`config.mk`:
```
export PLATFORM = sky130hd
export DESIGN_NAME = im_stream_fetcher
export DESIGN_NICKNAME = d
export VERILOG_FILES = /design/src/rtl/im_stream_fetcher_pkg.sv /design/src/rtl/im_stream_fetcher_fifo_buffer.sv /design/src/rtl/im_stream_fetcher.sv
export SDC_FILE = /design/constraint.sdc
export NUM_CORES = 1
export LEC_CHECK = 0
export CORE_UTILIZATION = 45
export DETAILED_ROUTE_END_ITERATION = 8
export PLACE_DENSITY = 0.69
export SETUP_SLACK_MARGIN = 0.4
export SLEW_MARGIN = 15
export SYNTH_ARGS = -nofsm -noshare
export SYNTH_HDL_FRONTEND = slang
export SYNTH_SLANG_ARGS = --single-unit
```
`constraint.sdc`:
```
create_clock -name clk_i -period 7.56 [get_ports clk_i]
set_input_delay 1.134 -clock clk_i [delete_from_list [all_inputs] [get_ports clk_i]]
set_output_delay 1.134 -clock clk_i [all_outputs]
set_load 0.02 [all_outputs]
```
`src/rtl/im_stream_fetcher_pkg.sv`:
```
// Shared types and defaults for the item-memory stream fetcher.
//   fetch_state_e : fetcher FSM state encoding
//   DefFifoDepth  : default output buffer depth / outstanding-request limit
package im_stream_fetcher_pkg;

    typedef enum logic [1:0] {
        IDLE  = 2'd0,
        RUN   = 2'd1,
        DRAIN = 2'd2,
        DONE  = 2'd3
    } fetch_state_e;

    localparam int unsigned DefFifoDepth = 4;

endpackage

```
`src/rtl/im_stream_fetcher_fifo_buffer.sv`:
```
// Small synchronous FIFO with optional first-word fall-through.
//   clk_i, rst_i  : clock, synchronous active-high reset
//   clr_i         : synchronous flush
//   data_i/valid_i: push side (caller guarantees space)
//   data_o/valid_o/ready_i : pop side, valid/ready handshake
//   count_o       : number of stored words
module fifo_buffer #(
    parameter int unsigned DataWidth   = 32,
    parameter int unsigned FifoDepth   = 4,
    parameter bit          FallThrough = 1'b1
) (
    input  logic                           clk_i,
    input  logic                           rst_i,
    input  logic                           clr_i,
    input  logic [DataWidth-1:0]           data_i,
    input  logic                           valid_i,
    output logic [DataWidth-1:0]           data_o,
    output logic                           valid_o,
    input  logic                           ready_i,
    output logic [$clog2(FifoDepth+1)-1:0] count_o
);

    localparam int unsigned PtrWidth = (FifoDepth > 1) ? $clog2(FifoDepth) : 1;
    localparam int unsigned CntWidth = $clog2(FifoDepth + 1);

    logic [DataWidth-1:0] mem [FifoDepth];
    logic [PtrWidth-1:0]  rd_ptr;
    logic [PtrWidth-1:0]  wr_ptr;
    logic empty, full, bypass, pop, wr_en, rd_en;

    assign empty   = (count_o == '0);
    assign full    = (count_o == CntWidth'(FifoDepth));
    assign bypass  = FallThrough && empty;
    assign valid_o = !empty || (bypass && valid_i);
    assign data_o  = empty ? data_i : mem[rd_ptr];
    assign pop     = valid_o && ready_i;
    assign rd_en   = pop && !empty;
    // A word that falls straight through to a waiting consumer is never stored.
    assign wr_en   = valid_i && !(bypass && pop) && (!full || rd_en);

    // Storage array, no reset needed.
    always_ff @(posedge clk_i) begin
        if (wr_en) begin
            mem[wr_ptr] <= data_i;
        end
    end

    // Pointers and occupancy.
    always_ff @(posedge clk_i) begin
        if (rst_i || clr_i) begin
            rd_ptr  <= '0;
            wr_ptr  <= '0;
            count_o <= '0;
        end else begin
            if (wr_en) begin
                wr_ptr <= (wr_ptr == PtrWidth'(FifoDepth - 1)) ? '0 : wr_ptr + PtrWidth'(1);
            end
            if (rd_en) begin
                rd_ptr <= (rd_ptr == PtrWidth'(FifoDepth - 1)) ? '0 : rd_ptr + PtrWidth'(1);
            end
            count_o <= count_o + CntWidth'(wr_en) - CntWidth'(rd_en);
        end
    end

endmodule

```
`src/rtl/im_stream_fetcher.sv`:
```
// Strided memory reader feeding the item memory's low-dim address stream.
//   clk_i, rst_i   : clock, synchronous active-high reset
//   cfg_*          : base address, stride, item count (sampled on accepted start)
//   start_i, clr_i : start pulse, abort/flush
//   busy_o, done_o : run status, one-cycle completion pulse
//   mem_req_*      : read request channel (valid/ready)
//   mem_rsp_*      : in-order read response (no backpressure)
//   lowdim_*       : streamed item addresses (valid/ready)
module im_stream_fetcher
    import im_stream_fetcher_pkg::*;
#(
    parameter int unsigned AddrWidth  = 32,
    parameter int unsigned DataWidth  = 32,
    parameter int unsigned CountWidth = 16,
    parameter int unsigned FifoDepth  = DefFifoDepth
) (
    input  logic                  clk_i,
    input  logic                  rst_i,
    input  logic [AddrWidth-1:0]  cfg_base_addr_i,
    input  logic [AddrWidth-1:0]  cfg_stride_i,
    input  logic [CountWidth-1:0] cfg_num_items_i,
    input  logic                  start_i,
    input  logic                  clr_i,
    output logic                  busy_o,
    output logic                  done_o,
    output logic [AddrWidth-1:0]  mem_req_addr_o,
    output logic                  mem_req_valid_o,
    input  logic                  mem_req_ready_i,
    input  logic [DataWidth-1:0]  mem_rsp_data_i,
    input  logic                  mem_rsp_valid_i,
    output logic [DataWidth-1:0]  lowdim_data_o,
    output logic                  lowdim_valid_o,
    input  logic                  lowdim_ready_i
);

    localparam int unsigned CntWidth = $clog2(FifoDepth + 1);
    localparam int unsigned SumWidth = CntWidth + 1;

    fetch_state_e          state;
    logic [AddrWidth-1:0]  addr;
    logic [AddrWidth-1:0]  stride;
    logic [CountWidth-1:0] remaining;
    logic [CntWidth-1:0]   inflight;
    logic [CntWidth-1:0]   fifo_count;
    logic credit_ok, req_fire, rsp_push, start_ok;

    // Every outstanding request owns a FIFO slot, so responses never overflow.
    assign credit_ok       = (SumWidth'(inflight) + SumWidth'(fifo_count)) < SumWidth'(FifoDepth);
    assign mem_req_valid_o = (state == RUN) && (remaining != '0) && credit_ok;
    assign req_fire        = mem_req_valid_o && mem_req_ready_i;
    // Responses outside a run belong to an aborted run and are dropped.
    assign rsp_push        = mem_rsp_valid_i && ((state == RUN) || (state == DRAIN)) && !clr_i;
    assign start_ok        = start_i && (inflight == '0);
    assign mem_req_addr_o  = addr;
    assign busy_o          = (state == RUN) || (state == DRAIN);
    assign done_o          = (state == DONE);

    // Sequencer: address generation, credit accounting and run control.
    always_ff @(posedge clk_i) begin
        if (rst_i) begin
            state     <= IDLE;
            addr      <= '0;
            stride    <= '0;
            remaining <= '0;
            inflight  <= '0;
        end else begin
            // Outstanding count survives an abort so late responses are absorbed.
            inflight <= inflight + CntWidth'(req_fire) - CntWidth'(mem_rsp_valid_i);
            if (clr_i) begin
                state     <= IDLE;
                remaining <= '0;
            end else begin
                case (state)
                    IDLE: begin
                        if (start_ok) begin
                            addr      <= cfg_base_addr_i;
                            stride    <= cfg_stride_i;
                            remaining <= cfg_num_items_i;
                            state     <= (cfg_num_items_i == '0) ? DONE : RUN;
                        end
                    end
                    RUN: begin
                        if (req_fire) begin
                            addr      <= addr + stride;
                            remaining <= remaining - CountWidth'(1);
                            if (remaining == CountWidth'(1)) begin
                                state <= DRAIN;
                            end
                        end
                    end
                    DRAIN: begin
                        if ((inflight == '0) && (fifo_count == '0)) begin
                            state <= DONE;
                        end
                    end
                    DONE:    state <= IDLE;
                    default: state <= IDLE;
                endcase
            end
        end
    end

    fifo_buffer #(
        .DataWidth  (DataWidth),
        .FifoDepth  (FifoDepth),
        .FallThrough(1'b1)
    ) u_fifo (
        .clk_i  (clk_i),
        .rst_i  (rst_i),
        .clr_i  (clr_i),
        .data_i (mem_rsp_data_i),
        .valid_i(rsp_push),
        .data_o (lowdim_data_o),
        .valid_o(lowdim_valid_o),
        .ready_i(lowdim_ready_i),
        .count_o(fifo_count)
    );

endmodule

```
# --- Yosys cells after proc, flatten, opt, wreduce, memory -nomap -nowiden ---
# Memory sizes are Yosys's and may differ from the RTL's. A register that Yosys moved wholly into a read port is not among the register bits.
# Cells that the tools add are included.
op_classes:
  n_addsub: 9
  mul: 0
  div_mod_pow: 0
  order_cmp: 1
  eq_ne: 11
  shifts: 0
  muxes: 19
  bitwise_logic: 1
  n_reduce_logical: 32
ops:
  columns: ["cell", "count"]
  rows:
  - ["$mux 32", 3]
  - ["$pmux 32 s2", 1]
  - ["$add 32x32->32", 1]
  - ["$mux 16", 2]
  - ["$pmux 16 s2", 1]
  - ["$mux 2", 9]
  - ["$eq 16x1->1 const B", 1]
  - ["$logic_not 16->1", 1]
  - ["$reduce_bool 16->1", 1]
  - ["$sub 16x1->16 const B", 1]
  - ["$logic_and 1x1->1", 13]
  - ["$eq 2x2->1 const B", 4]
  - ["$pmux 2 s4", 1]
  - ["$reduce_and 4->1", 2]
  - ["$add 3x1->3", 2]
  - ["$logic_not 3->1", 2]
  - ["$reduce_and 3->1", 2]
  - ["$sub 3x1->3", 2]
  - ["$add 2x1->2 const B", 2]
  - ["$add 3x3->4", 1]
  - ["$logic_not 1->1", 4]
  - ["$logic_or 1x1->1", 4]
  - ["$lt 4x3->1 const B", 1]
  - ["$ne 2x1->1 const B", 2]
  - ["other kinds (8)", 10]
word_totals:
  ff_bits: 92
  latch_bits: 0
  ramBits: 128
  rom_bits: 0
  input_bits: 119
  out_inout_bits: 68
  elab_cells: 82
  mem_count: 1
mem_list:
  columns: ["memory", "words", "width", "read_ports", "rd_clocked_by_memory_dff", "wr", "line_no", "source"]
  rows:
  - ["u_fifo.mem", 4, 32, 1, 1, 1, "im_stream_fetcher_fifo_buffer.sv:26", "logic [DataWidth-1:0] mem [FifoDepth];"]

# --- Depth between registers and ports, before layout ---
# Gate-level depths: netlist of run 1.
depth:
  ltp_word: 13
  depth_mapped: 11

# --- Modules after synthesis ---
# A second synthesis of run 1 with hierarchy kept.
hier_totals:
  hier_cells: 984
  area_unflattened_um2: 11162.0
modules_own_cells:
  columns: ["module", "n_inst", "cells_each", "area_per_inst_um2", "seq_area_each_um2"]
  rows:
  - ["im_stream_fetcher", 1, 727, 5642.9, 1701.6]
  - ["fifo_buffer", 1, 257, 5519.0, 4023.9]

# --- Least setup slack after synthesis of run 1 ---
# OpenSTA, ideal clock, no wires.
synth_timing:
  path_kind: "register -> output"
  startpoint: "register (tool-made name)"
  endpoint: "output port lowdim_data_o[10]"
  t_arrival_ns: 1.926
  required_time_ns: 6.426
  setup_slack_ns: 4.500
  path_stages_with_launch: 5
  n_path_buf: 2
  cell_sequence: "dfxtp_1 -> clkbuf_1 -> clkbuf_1 -> mux4_2 -> mux2_2"
synth_rtl:
  columns: ["element", "line_no", "source"]
  rows:
  - ["end, declared", "im_stream_fetcher.sv:31", "output logic [DataWidth-1:0] lowdim_data_o,"]

# --- Worst setup path in the final report of run 1 ---
layout_timing:
  startpoint: "register state[1]"
  endpoint: "output port mem_req_valid_o"
layout_via:
  elab_chain_len: 3
layout_rtl:
  columns: ["element", "line_no", "source"]
  rows:
  - ["start, declared", "im_stream_fetcher.sv:39", "fetch_state_e state;"]
  - ["start signal, assigned", "im_stream_fetcher.sv:79", "state <= (cfg_num_items_i == '0) ? DONE : RUN;"]
  - ["$eq 2x1->1", "im_stream_fetcher.sv:49", "assign mem_req_valid_o = (state == RUN) && (remaining != '0) && credit_ok;"]
  - ["$logic_and 1x1->1 (2 in a row)", "im_stream_fetcher.sv:49", null]
  - ["end, declared", "im_stream_fetcher.sv:27", "output logic mem_req_valid_o,"]
# Every way passes these cells.

==> results of run 1 <==
## layer usage
layer  track usage [%]  wire length [um]  vias to the layer above
met5                 0                 0                        -
met4              6.22               676                        0
met3              3.08              1510                       47
met2              34.9             12400                      266
met1              28.7             12000                     3943
li1                  -                 -                     4057
## cell type report
class,count,area [um^2]
Fill cell,1953,9760
Sequential cell,222,5730
Multi-Input combinational cell,688,5030
Timing Repair Buffer,201,1970
Clock buffer,32,651
Tap cell,319,399
Clock inverter,12,119
Inverter,25,93.8
## metrics by stage
stage          util, %  setup slack (ps)  cell area (um^2)
5_1_grt           58.9              3290             14000
3_3_place_gp      55.7              3710             13200
2_1_floorplan        -              4500             11100
3_5_place_dp      55.7              3690             13200
6_report          58.9              3510             14000
4_1_cts           58.9              3440             14000
## synth_stat cells, types with 4 or more instances
cell / instances / area share, %
a211oi_1: 29 / 2.0
a21o_1: 10 / 0.68
a21oi_1: 100 / 4.5
a22oi_1: 4 / 0.27
a31oi_1: 13 / 0.74
and2_1: 5 / 0.28
and3_1: 7 / 0.40
and4_1: 4 / 0.32
buf_1: 5 / 0.17
buf_2: 5 / 0.23
clkbuf_1: 44 / 1.5
dfxtp_1: 94 / 17
edfxtp_1: 128 / 35
ha_1: 48 / 5.4
inv_1: 25 / 0.85
mux2_2: 32 / 3.3
mux2i_1: 21 / 1.9
mux4_2: 32 / 6.5
nand2_1: 111 / 3.8
nand2b_1: 5 / 0.28
nand3_1: 12 / 0.54
nand3b_1: 4 / 0.27
nand4_1: 7 / 0.40
nor2_1: 67 / 2.3
nor2b_1: 6 / 0.34
nor3_1: 18 / 0.82
nor4_1: 6 / 0.34
o211ai_1: 6 / 0.41
o21a_1: 5 / 0.34
o21ai_0: 44 / 2.0
o21ai_1: 4 / 0.18
o22ai_1: 4 / 0.23
o31ai_1: 4 / 0.27
or3_1: 8 / 0.45
xnor2_1: 17 / 1.3
xor2_1: 10 / 0.79
## layout by cell type, fill, tap and decap left out, types with 5 or more instances in the layout
cell type        synthesis  routed
clkdlybuf4s50_1          0     185
edfxtp_1               128     128
nand2_1                111     111
a21oi_1                100     100
dfxtp_1                 94      93
nor2_1                  67      67
ha_1                    48      47
o21ai_0                 44      44
mux4_2                  32      32
mux2_2                  32      32
a211oi_1                29      29
inv_1                   25      25
clkbuf_16                0      24
mux2i_1                 21      21
xnor2_1                 17      17
nor3_1                  18      16
buf_4                    1      15
a31oi_1                 13      13
nand3_1                 12      12
xor2_1                  10      10
a21o_1                  10      10
or3_1                    8       8
and3_1                   7       7
nand4_1                  7       7
o211ai_1                 6       6
nor4_1                   6       6
nor2b_1                  6       6
clkbuf_1                44       6
nand2b_1                 5       5
and2_1                   5       5
o21a_1                   5       5
clkinv_1                 0       5
## state kept, by name (all words and copies together), names as in the netlist, 3 cells and up, named ones only
signal          count
stride             32
mem_req_addr_o     32
remaining          16
u_fifo.mem        128
inflight            3
u_fifo.count_o      3
## worst max-delay path, delay by kind of cell, from the launching register on
| family | cells | cell delay (ps) |
|---|---|---|
| buf+inv | 3 | 1310 |
| fa+ha+maj | 1 | 150 |
| flops | 1 | 340 |
| simple gates | 2 | 410 |
| compound gates | 1 | 180 |
## path summary, 6_finish.rpt
path	to	slack (ps)
worst max-delay path	mem_req_valid_o	3510
worst min register to register	stride[29]	460
worst max register to register	mem_req_addr_o[31]	3800
worst min-delay path	stride[29]	460
## power groups by stage
stage / registers [mW] / logic, mW / clock network, mW
2_1_floorplan: 1.48 / 0.572 / 0
3_3_place_gp: 1.46 / 0.925 / 0
3_5_place_dp: 1.46 / 0.941 / 0
4_1_cts: 1.43 / 0.948 / 1.16
5_1_grt: 1.44 / 1.04 / 1.21
6_report: 1.43 / 0.945 / 1.13
## cell families (layout without fill, tap and decap cells)
group	count (synthesis)	after routing	share of synthesized area, %
fa+ha+maj	51	51	5.98
xor+xnor	27	27	2.14
simple gates	272	272	11.3
flops	222	222	51.8
mux	85	85	11.7
compound gates	253	253	14.2
buf+inv	80	270	2.81
==> metrics, run 1 <==
routed vias/inst 5.55; Post-synth EDFFs 128; layout cells sized above 1 11.0%; Initial Utilization 46.5%; final hold vios 0; die height 159 um; non-filler cells, final 1499; # IOs 187; Slew HR 47.0%; share of power burned in registers 40.8%; crit path kind reg -> out; Setup violations, final 0; Synth cell types 67; Power Total 3.51 mW; total CTS buffers 24; Setup Buffers After CTS 0; # clock sinks 222; P&R area growth vs syn 26.6%; Final Max Tran Viols 0; Die Area 0.0252 mm^2; RSZ-0062 raised after global routing no; Fmax achieved 0.247 GHz; first-pass GRT wire length 43200 um; gpl congestion 0.872; clock buffer depth 3; hold path startpoint stride[29]; iteration count of the initial detailed-routing pass 4; Worst-path clk slew 60 ps; Syn Nets 1160; CTS root buf clkbuf_16; worst hold stages 2; Synth async-reset ratio 0%; H-tree depth 1; synthesized area 0.0111 mm^2; Clock Latency Late Sink 520 ps; Nets 1332; vias 8313; min cycle time layout 4050 ps; Worst setup EP type primary output; CP Max Fanout 65; register bit total from synthesis 222; post-detailed-route count of antenna-violating nets 0; Core Region 0.0238 mm^2; P_leak 4.94 nW; Register-to-Register Path Depth 12; initial antenna violation count 0; CP Launch Point state[1]; hold slack 462 ps; Routed wire per std cell 17.7 um; hold buffer count at CTS 0; post-cts sizing count 0; PortBufs 186; vias in the first global route 8241; synthesized area per cell 11.2 um^2; Total Wirelength 26500 um; Setup crit start kind flop; initial DRC count 442; largest net degree at the start of global routing 66; Cell Int Power 2.44 mW; clock share of power 32.3%; # diodes 0; CP cell instances inv_1 > ha_2 > buf_4 > nor4b_1 > nand2_1 > a31oi_1 > clkdlybuf4s50_1; cells after synthesis 990; TritonCTS clock tree done; largest stage delay on the critical path 640 ps; power density cells 251 mW/mm^2; gr ovfl total 0; reg2reg start state[1]; # DRC 0; status complete, no violations; Max Cap Viol 0; WP data required 6430 ps; clock skew 12.3 ps; sw frac 30.7%; Primary FF master, synth edfxtp_1; number of cell rows 56; Arr. time, crit path 2920 ps; Logic pwr share 26.9%; die outline width 159 um; worst min path class reg -> reg; worst vdd rail ir drop 0.173 mV; slew of the pin with the lowest slew margin 795 ps; register area share after synthesis 51.8%; P_sw 1.08 mW; Setup TNS 0 ps; HPWL after detailed placement 17700 um; CP max stage cell clkdlybuf4s50_1; Yosys warnings 0; total track usage 21.1%; post-route clock period utilization 53.6%; Placed Instances 1455
(Power assumes the default switching activity.)
==> run 2, diff against run 1 <==
--- a/config.mk
+++ b/config.mk
@@ -7,7 +7,7 @@
 export LEC_CHECK = 0
 export CORE_UTILIZATION = 45
 export DETAILED_ROUTE_END_ITERATION = 8
-export PLACE_DENSITY = 0.69
+export PLACE_DENSITY = 0.72
 export SETUP_SLACK_MARGIN = 0.4
 export SLEW_MARGIN = 15
 export SYNTH_ARGS = -nofsm -noshare
==> constraint.sdc (replaced) <==
create_clock -name clk_i -period 3.66 [get_ports clk_i]
set_input_delay 0.549 -clock clk_i [delete_from_list [all_inputs] [get_ports clk_i]]
set_output_delay 0.549 -clock clk_i [all_outputs]
set_load 0.02 [all_outputs]
==> run 2 against run 1 <==
Effect of this change: highest routed layer unchanged; sequential cell count unchanged; sequential power grew 110%; die area stayed put; global-route usage rose by 0.28 points; count of clock-buffer cells in the layout increased by 9; critical endpoint is now lowdim_data_o[9]; design area about the same; clock power rose by 100%; non-clock buffer count is 2 higher; critical path depth decreased by 3; first-iteration DRC count up 33%.
==> metrics, run 2 (same netlist as run 1, synthesis figures left out) <==
status complete, no violations; post-cts sizing count 0; die height 159 um; slew of the pin with the lowest slew margin 803 ps; gr ovfl total 0; PortBufs 186; # clock sinks 222; initial antenna violation count 1; Fmax achieved 0.327 GHz; most frequent cells in the layout clkdlybuf4s50_1 (185), edfxtp_1 (128), nand2_1 (111); Arr. time, crit path 2510 ps; clock skew 7.28 ps; CTS root buf clkbuf_16; routed vias/inst 5.60; Worst setup EP type primary output; CP Buf/Inv Count 2; final hold vios 0; total CTS buffers 24; # DRC 0; Setup crit start kind flop; TritonCTS clock tree done; non-filler cells, final 1500; total track usage 21.4%; number of cell rows 56; Die Area 0.0252 mm^2; Routed wire per std cell 17.9 um; worst hold endpoint stride[9]; layout cells sized above 1 11.1%; # IOs 187; initial DRC count 586; Setup Buffers After CTS 0; worst reg2reg setup slack 660 ps; CP max stage cell mux4_2; min cycle time layout 3060 ps; gpl congestion 0.889; number of flip-flops in the largest register 128; Setup violations, final 0; reg2reg start mem_req_addr_o[0]; commonest non-fill, non-tap cell in the layout clkdlybuf4s50_1; power density cells 515 mW/mm^2; Total Wirelength 26800 um; worst vdd rail ir drop 0.268 mV; Clock Latency Late Sink 510 ps; CP Max Fanout 32; largest stage delay on the critical path 550 ps; Placed Instances 1457; die outline width 159 um; largest net degree at the start of global routing 65; P_leak 4.95 nW; Worst-path clk slew 60 ps; Nets 1334; RSZ-0062 raised after global routing no; Register-to-Register Path Depth 10; hold buffer count at CTS 0; first-pass GRT wire length 43900 um; hold path startpoint stride[9]; Setup TNS 0 ps; Core Region 0.0238 mm^2; vias in the first global route 8290; Slew HR 46.5%; P&R area growth vs syn 26.7%; Reg-to-Reg End mem_req_addr_o[24]; Max Cap Viol 0; vias 8398; iteration count of the initial detailed-routing pass 5; worst min path class reg -> reg; crit path kind reg -> out; Final Max Tran Viols 0; H-tree depth 1; post-route clock period utilization 83.6%; worst hold stages 2; CP cell instances buf_12 > mux4_2 > mux2_2 > clkdlybuf4s50_1; WP data required 3110 ps; clock buffer depth 3; Initial Utilization 46.5%; crit-path leading delay family multiplexers; HPWL after detailed placement 18400 um; post-detailed-route count of antenna-violating nets 0; Biggest register u_fifo.mem
-- run 2: worst max-delay path by stage --
stage	from	to	slack (ps)	cells after the start
floorplan	mem_req_addr_o[0]	mem_req_addr_o[24]	880	10
global placement	mem_req_addr_o[0]	mem_req_addr_o[24]	780	10
detailed placement	mem_req_addr_o[0]	mem_req_addr_o[24]	690	10
CTS	flop	lowdim_data_o[22]	550	4
global route	mem_req_addr_o[0]	mem_req_addr_o[22]	480	10
finish	flop	lowdim_data_o[9]	600	4
-- run 2: metal layers --
metal,track usage (%),routed length (um),part of all wire [%],vias to the layer above
li1,-,-,-,4066
met1,28.4,11800,44,4005
met2,36.4,12700,47,291
met3,4.00,1830,6.8,36
met4,4.41,416,1.6,0
met5,0,0,0,-
-- run 2: through the flow --
step	cell area (um^2)	setup WS, ps	util [%]	hold slack, ps	power, mW
4_1_cts	14000	546	58.9	458	7.26
2_1_floorplan	11100	883	-	440	4.25
6_report	14000	602	59.0	458	7.22
3_5_place_dp	13300	694	55.8	451	4.97
3_3_place_gp	13300	781	55.8	446	4.94
5_1_grt	14000	482	58.9	471	7.60
-- run 2: tightest hold or removal path, stage by stage (launching register included) --
cell and delay, ps:
dfxtp_1 310, nand2_1 50, a21oi_1 50
-- run 2: final cells by class --
class / count / area, um^2
inverters: 25 / 93.8
clock inverters: 1 / 16.3
well taps: 319 / 399
diodes: 1 / 2.50
clock buffers: 41 / 734
multi-input cells: 688 / 5030
fillers: 1925 / 9750
flip-flops and latches: 222 / 5730
repair buffers: 203 / 2000
-- run 2: power breakdown --
| group | total [mW] | leakage, nW | internal [mW] | switching (mW) |
|---|---|---|---|---|
| combinational | 1.98 | 2.66 | 0.846 | 1.13 |
| clock | 2.28 | 0.365 | 1.35 | 0.929 |
| sequential | 2.96 | 1.92 | 2.81 | 0.150 |
| total | 7.22 | 4.95 | 5.01 | 2.21 |
==> variant 1, RTL diff (flow settings as in run 1) <==
The parameter `CountWidth` goes from 16 to 12.
--- a/src/rtl/im_stream_fetcher.sv
+++ b/src/rtl/im_stream_fetcher.sv
@@ -13,3 +13,3 @@
     parameter int unsigned DataWidth  = 32,
-    parameter int unsigned CountWidth = 16,
+    parameter int unsigned CountWidth = 12,
     parameter int unsigned FifoDepth  = DefFifoDepth
Ports: changed (resized cfg_num_items_i); port bits go from 187 to 183. No check against the original RTL was run, so the function may have changed too.
==> variant 1 against run 1 <==
- synthesized area down 3.3%
- clock skew down 1.3 ps
- design area down 3.4%
- via count down 5.6%
- sequential cell count down 4
- synthesized cell count down 5.3%
- wire length down 7.1%
- count of clock-buffer cells in the layout up 5
- worst setup slack worse by 30 ps
- critical path depth unchanged
- power down 5.5%
==> variant 1: results (changes against run 1) <==
The post-route met1 wirelength came out at 11010 um (-8.0%). The worst hold path terminates at stride[5]. The first-pass iteration count of the detailed router came out at 5 (+1). The number of buffers outside the clock class in the layout came out at 194 (-3.5%).

By area the synthesized netlist is led by sky130_fd_sc_hd__edfxtp_1, sky130_fd_sc_hd__dfxtp_1, sky130_fd_sc_hd__mux4_2. The share of final layout cell area taken by clock buffers and inverters came out at 5.330% (-0.17 points). The flow ran to the end, and the final reports show no timing, DRC or antenna violations. Counting instances in the post-synthesis netlist gives the leading cell types as sky130_fd_sc_hd__edfxtp_1, sky130_fd_sc_hd__nand2_1, sky130_fd_sc_hd__a21oi_1. The sequential fraction of total cell area is 41.77% (+0.84 points). The leakage power figure is 4.735 nW (-4.2%).

The first-pass GRT wire length came to 39600 um (-8.3%). The number of vias in the routed layout came to 7851 (-5.6%). The pin count of the biggest net entering global routing is 65 (-1.5%). The count of clock buffers in the final design came out at 37 (+16%).

The placer's final routability congestion estimate is 0.8681 (-0.41%). The via count of the first global-routing pass is 7817 (-5.1%). The highest fanout seen on the critical path came out at 64 (-1.5%).

The startpoint identified for the worst hold timing path is stride[5]. The count of input and output buffers was 182 (-2.2%). The post-layout net count came out at 1276 (-4.2%). The number of logic inverters in the finished layout came out at 30 (+20%). The count of distinct cell types in the synthesized netlist is 73 (+9.0%). The arrival time of data at the critical path endpoint came out at 2950 ps (+30 ps). The clock tree buffer depth came out at 3 (unchanged). The synthesized net count came out at 1104 (-4.8%). The routing usage on met1 was 26.65% (-2.0 points). The overall track demand over capacity in global routing was 20.44% (-0.69 points). The global routing met3 resource utilization was 3.417% (+0.33 points).

The multi-input combinational cell count came out at 642 (-6.7%). The antenna diode count is 0 (unchanged). The worst max-slew margin expressed relative to the limit is 42.48% (-4.5 points). The length of routed met3 wiring came to 1444 um (-4.4%).

The largest vdd supply drop is 0.1364 mV (-21%). The share of the yosys chip area belonging to registers came out at 52.83% (+1.0 points). The clock tree skew after final layout came to 11.03 ps (-1.283 ps).

In this run the critical register-to-register path is captured at mem_req_addr_o[29]. The layout buffering overhead excluding clock cells is 14.10% (+0.027 points). The synthesized flop and latch total came to 218 (-1.8%). The number of inserted filler cells in the final layout came out at 2012 (+3.0%).

The routed wire length on met2 came out at 11630 um (-5.9%). The clock latency on the worst-skew pair came out at 500 ps (-20 ps). The average wire length per cell after detail routing came to 17.02 um (-3.8%). The number of DRC markers after the initial detailed-route iteration is 376 (-15%).
## variant 1: cell count changes after synthesis, moves of 4 or more
cell,before,now
sky130_fd_sc_hd__or3_1,8,2
sky130_fd_sc_hd__inv_1,25,29
sky130_fd_sc_hd__o21ai_0,44,36
sky130_fd_sc_hd__clkbuf_1,44,33
sky130_fd_sc_hd__a31oi_1,13,6
sky130_fd_sc_hd__nor3_1,18,9
sky130_fd_sc_hd__and3_1,7,1
sky130_fd_sc_hd__dfxtp_1,94,90
sky130_fd_sc_hd__buf_4,1,5
sky130_fd_sc_hd__mux2i_1,21,16
## variant 1: report_power, final
group	internal, mW	switching [mW]	total (mW)
Combinational	0.371	0.480	0.851
Sequential	1.34	0.0711	1.41
Clock	0.622	0.439	1.06
Total	2.33	0.990	3.32
## variant 1: through the flow
stage	hold slack (ps)	std cells	setup WS, ps	instance area [um2]
2_1_floorplan	440.0	938	4500	10690
4_1_cts	459.4	1447	3437	13520
6_report	454.2	1447	3478	13520
3_3_place_gp	447.0	1403	3714	12800
3_5_place_dp	451.6	1403	3720	12800
5_1_grt	476.4	1447	3341	13520
## variant 1: worst max-delay path by stage
stage | start | endpoint | slack [ps]
after floorplan | register | lowdim_data_o[10] | 4500
after global placement | clr_i | lowdim_valid_o | 3710
after detailed placement | clr_i | lowdim_valid_o | 3720
after CTS | state[1] | mem_req_valid_o | 3440
after global routing | state[1] | mem_req_valid_o | 3340
final | state[1] | mem_req_valid_o | 3480
## variant 1: logic make-up (layout without fill, tap and decap cells)
logic type	Yosys count	in the layout	share of synthesized area (%)
xor gates and xnor gates	28	28	2.295
adders and majority gates	51	51	6.182
muxes	80	80	11.61
buffers and inverters	78	268	3.056
AOI/OAI and AO/OA	235	235	13.68
and+or+nand+nor	248	248	10.35
DFF	218	218	52.83
==> variant 2, RTL diff (settings of run 1) <==
Made on the original files. The 4 states of `fetch_state_e` get a one-hot encoding in 4 bits.
--- a/src/rtl/im_stream_fetcher_pkg.sv
+++ b/src/rtl/im_stream_fetcher_pkg.sv
@@ -5,7 +5,7 @@
 
-    typedef enum logic [1:0] {
-        IDLE  = 2'd0,
-        RUN   = 2'd1,
-        DRAIN = 2'd2,
-        DONE  = 2'd3
+    typedef enum logic [3:0] {
+        IDLE  = 4'b0001,
+        RUN   = 4'b0010,
+        DRAIN = 4'b0100,
+        DONE  = 4'b1000
     } fetch_state_e;
Check against the original RTL: same outputs for any inputs over 4 cycles, from zero or initial values and one cycle with rst_i high; so few cycles prove little.
==> variant 2 against run 1 <==
- cell count rose by 1.9%
- sequential share of layout area rose by 0.15 points
- core utilization is 1.0 points lower
- first-iteration DRC count rose by 7.0%
- worst setup slack got worse by 89 ps
- clock skew grew 3.2 ps
- synthesized area rose by 0.57%
- maximum frequency shrank 2.2%
- design area grew 0.32%
- sequential cell count up 2
- wire length up 1.3%
Power is not compared: it rests on default switching activity, and its combinational part moved more than twofold at a synthesized area within 25%.
==> variant 2: results (changes against run 1) <==
The most critical setup path has its endpoint at lowdim_valid_o. The share of the yosys chip area belonging to registers is 51.87% (+0.069 points). The overall track demand over capacity in global routing came out at 21.10% (-0.028 points). The slack of the worst reg-to-reg path is 4330 ps (+530 ps). The routed wire length on met2 came out at 12300 um (-0.55%). The first-pass iteration count of the detailed router was 5 (+1). The worst register-to-register path ends at inflight[2].

The number of inserted filler cells in the final layout is 2081 (+6.6%). The worst hold path begins at stride[7]. The routing usage on met1 was 29.83% (+1.1 points).

The total wirelength of the detailed-routed design is 26870 um (+1.3%). The synthesized net count was 1181 (+1.8%). The post-route met1 wirelength came out at 12320 um (+3.0%). The placer's final routability congestion estimate is 0.8328 (-4.5%). The worst hold slack across all endpoints is 464.7 ps (+2.492 ps).

The worst max-slew margin expressed relative to the limit came out at 26.16% (-21 points). The per-cell via count in the routed design came out at 5.593 (+0.85%). The worst reg-to-reg path cell count is 14 (+2). The met2 track utilization from global routing is 34.07% (-0.86 points).

The number of DRC markers after the initial detailed-route iteration was 473 (+7.0%). After synthesis, the most frequently instantiated cells are sky130_fd_sc_hd__nand2_1, sky130_fd_sc_hd__edfxtp_1, sky130_fd_sc_hd__a21oi_1, sky130_fd_sc_hd__dfxtp_1, sky130_fd_sc_hd__nor2_1. The highest fanout seen on the critical path came out at 60 (-7.7%). The first-pass GRT wire length is 43460 um (+0.64%).

The run finished with clean final reports. The fraction of final layout cells sized beyond drive strength 1 is 11.06% (+0.048 points). The number of vias in the routed layout came out at 8540 (+2.7%).

The count of distinct cell types in the synthesized netlist came out at 70 (+4.5%). The length of routed met3 wiring came out at 1889 um (+25%). The via count of the first global-routing pass is 8288 (+0.57%). The pin count of the biggest net entering global routing was 70 (+6.1%). The clock tree skew after final layout is 15.55 ps (+3.241 ps).
-- variant 2: through the flow --
stage | cell area, um2 | setup WS, ps | utilization, % | power, mW
final | 14040 | 3418 | 57.89 | 2.981
after global routing | 14030 | 3242 | 57.88 | 3.109
after CTS | 14030 | 3354 | 57.88 | 3.007
after detailed placement | 13270 | 3680 | 54.71 | 1.858
after global placement | 13270 | 3692 | 54.71 | 1.852
after floorplan | 11110 | 4500 | - | 1.661
-- variant 2: worst max-delay path: stages (launching register included) --
cell and delay (ps):
sky130_fd_sc_hd__dfxtp_1 380, sky130_fd_sc_hd__or4b_2 680, sky130_fd_sc_hd__buf_4 340, sky130_fd_sc_hd__nand2_1 160
sky130_fd_sc_hd__nand3b_1 140, sky130_fd_sc_hd__nand2_1 100, sky130_fd_sc_hd__clkdlybuf4s50_1 670
-- variant 2: area by class of cell --
type	count	area share [%]
flip-flops and latches	224	41.08
multi-input cells	715	36.10
repair buffers	198	13.87
clock buffers	30	4.519
well taps	324	2.888
clock inverters	14	0.9627
inverters	21	0.5615
diodes	1	0.01783
-- variant 2: where the power goes --
| part | leakage, nW | switching (mW) | internal (mW) |
|---|---|---|---|
| combinational | 2.67 | 0.255 | 0.214 |
| clock | 0.380 | 0.480 | 0.666 |
| sequential | 1.93 | 0.0388 | 1.33 |
-- variant 2: kinds of logic after synthesis --
family / count (synthesis) / share of synthesized area [%]
compound gates: 246 / 13.99
fa+ha+maj: 47 / 5.494
buf+inv: 76 / 2.612
xor+xnor: 25 / 1.970
simple gates: 328 / 13.88
mux: 69 / 10.18
flops: 224 / 51.87
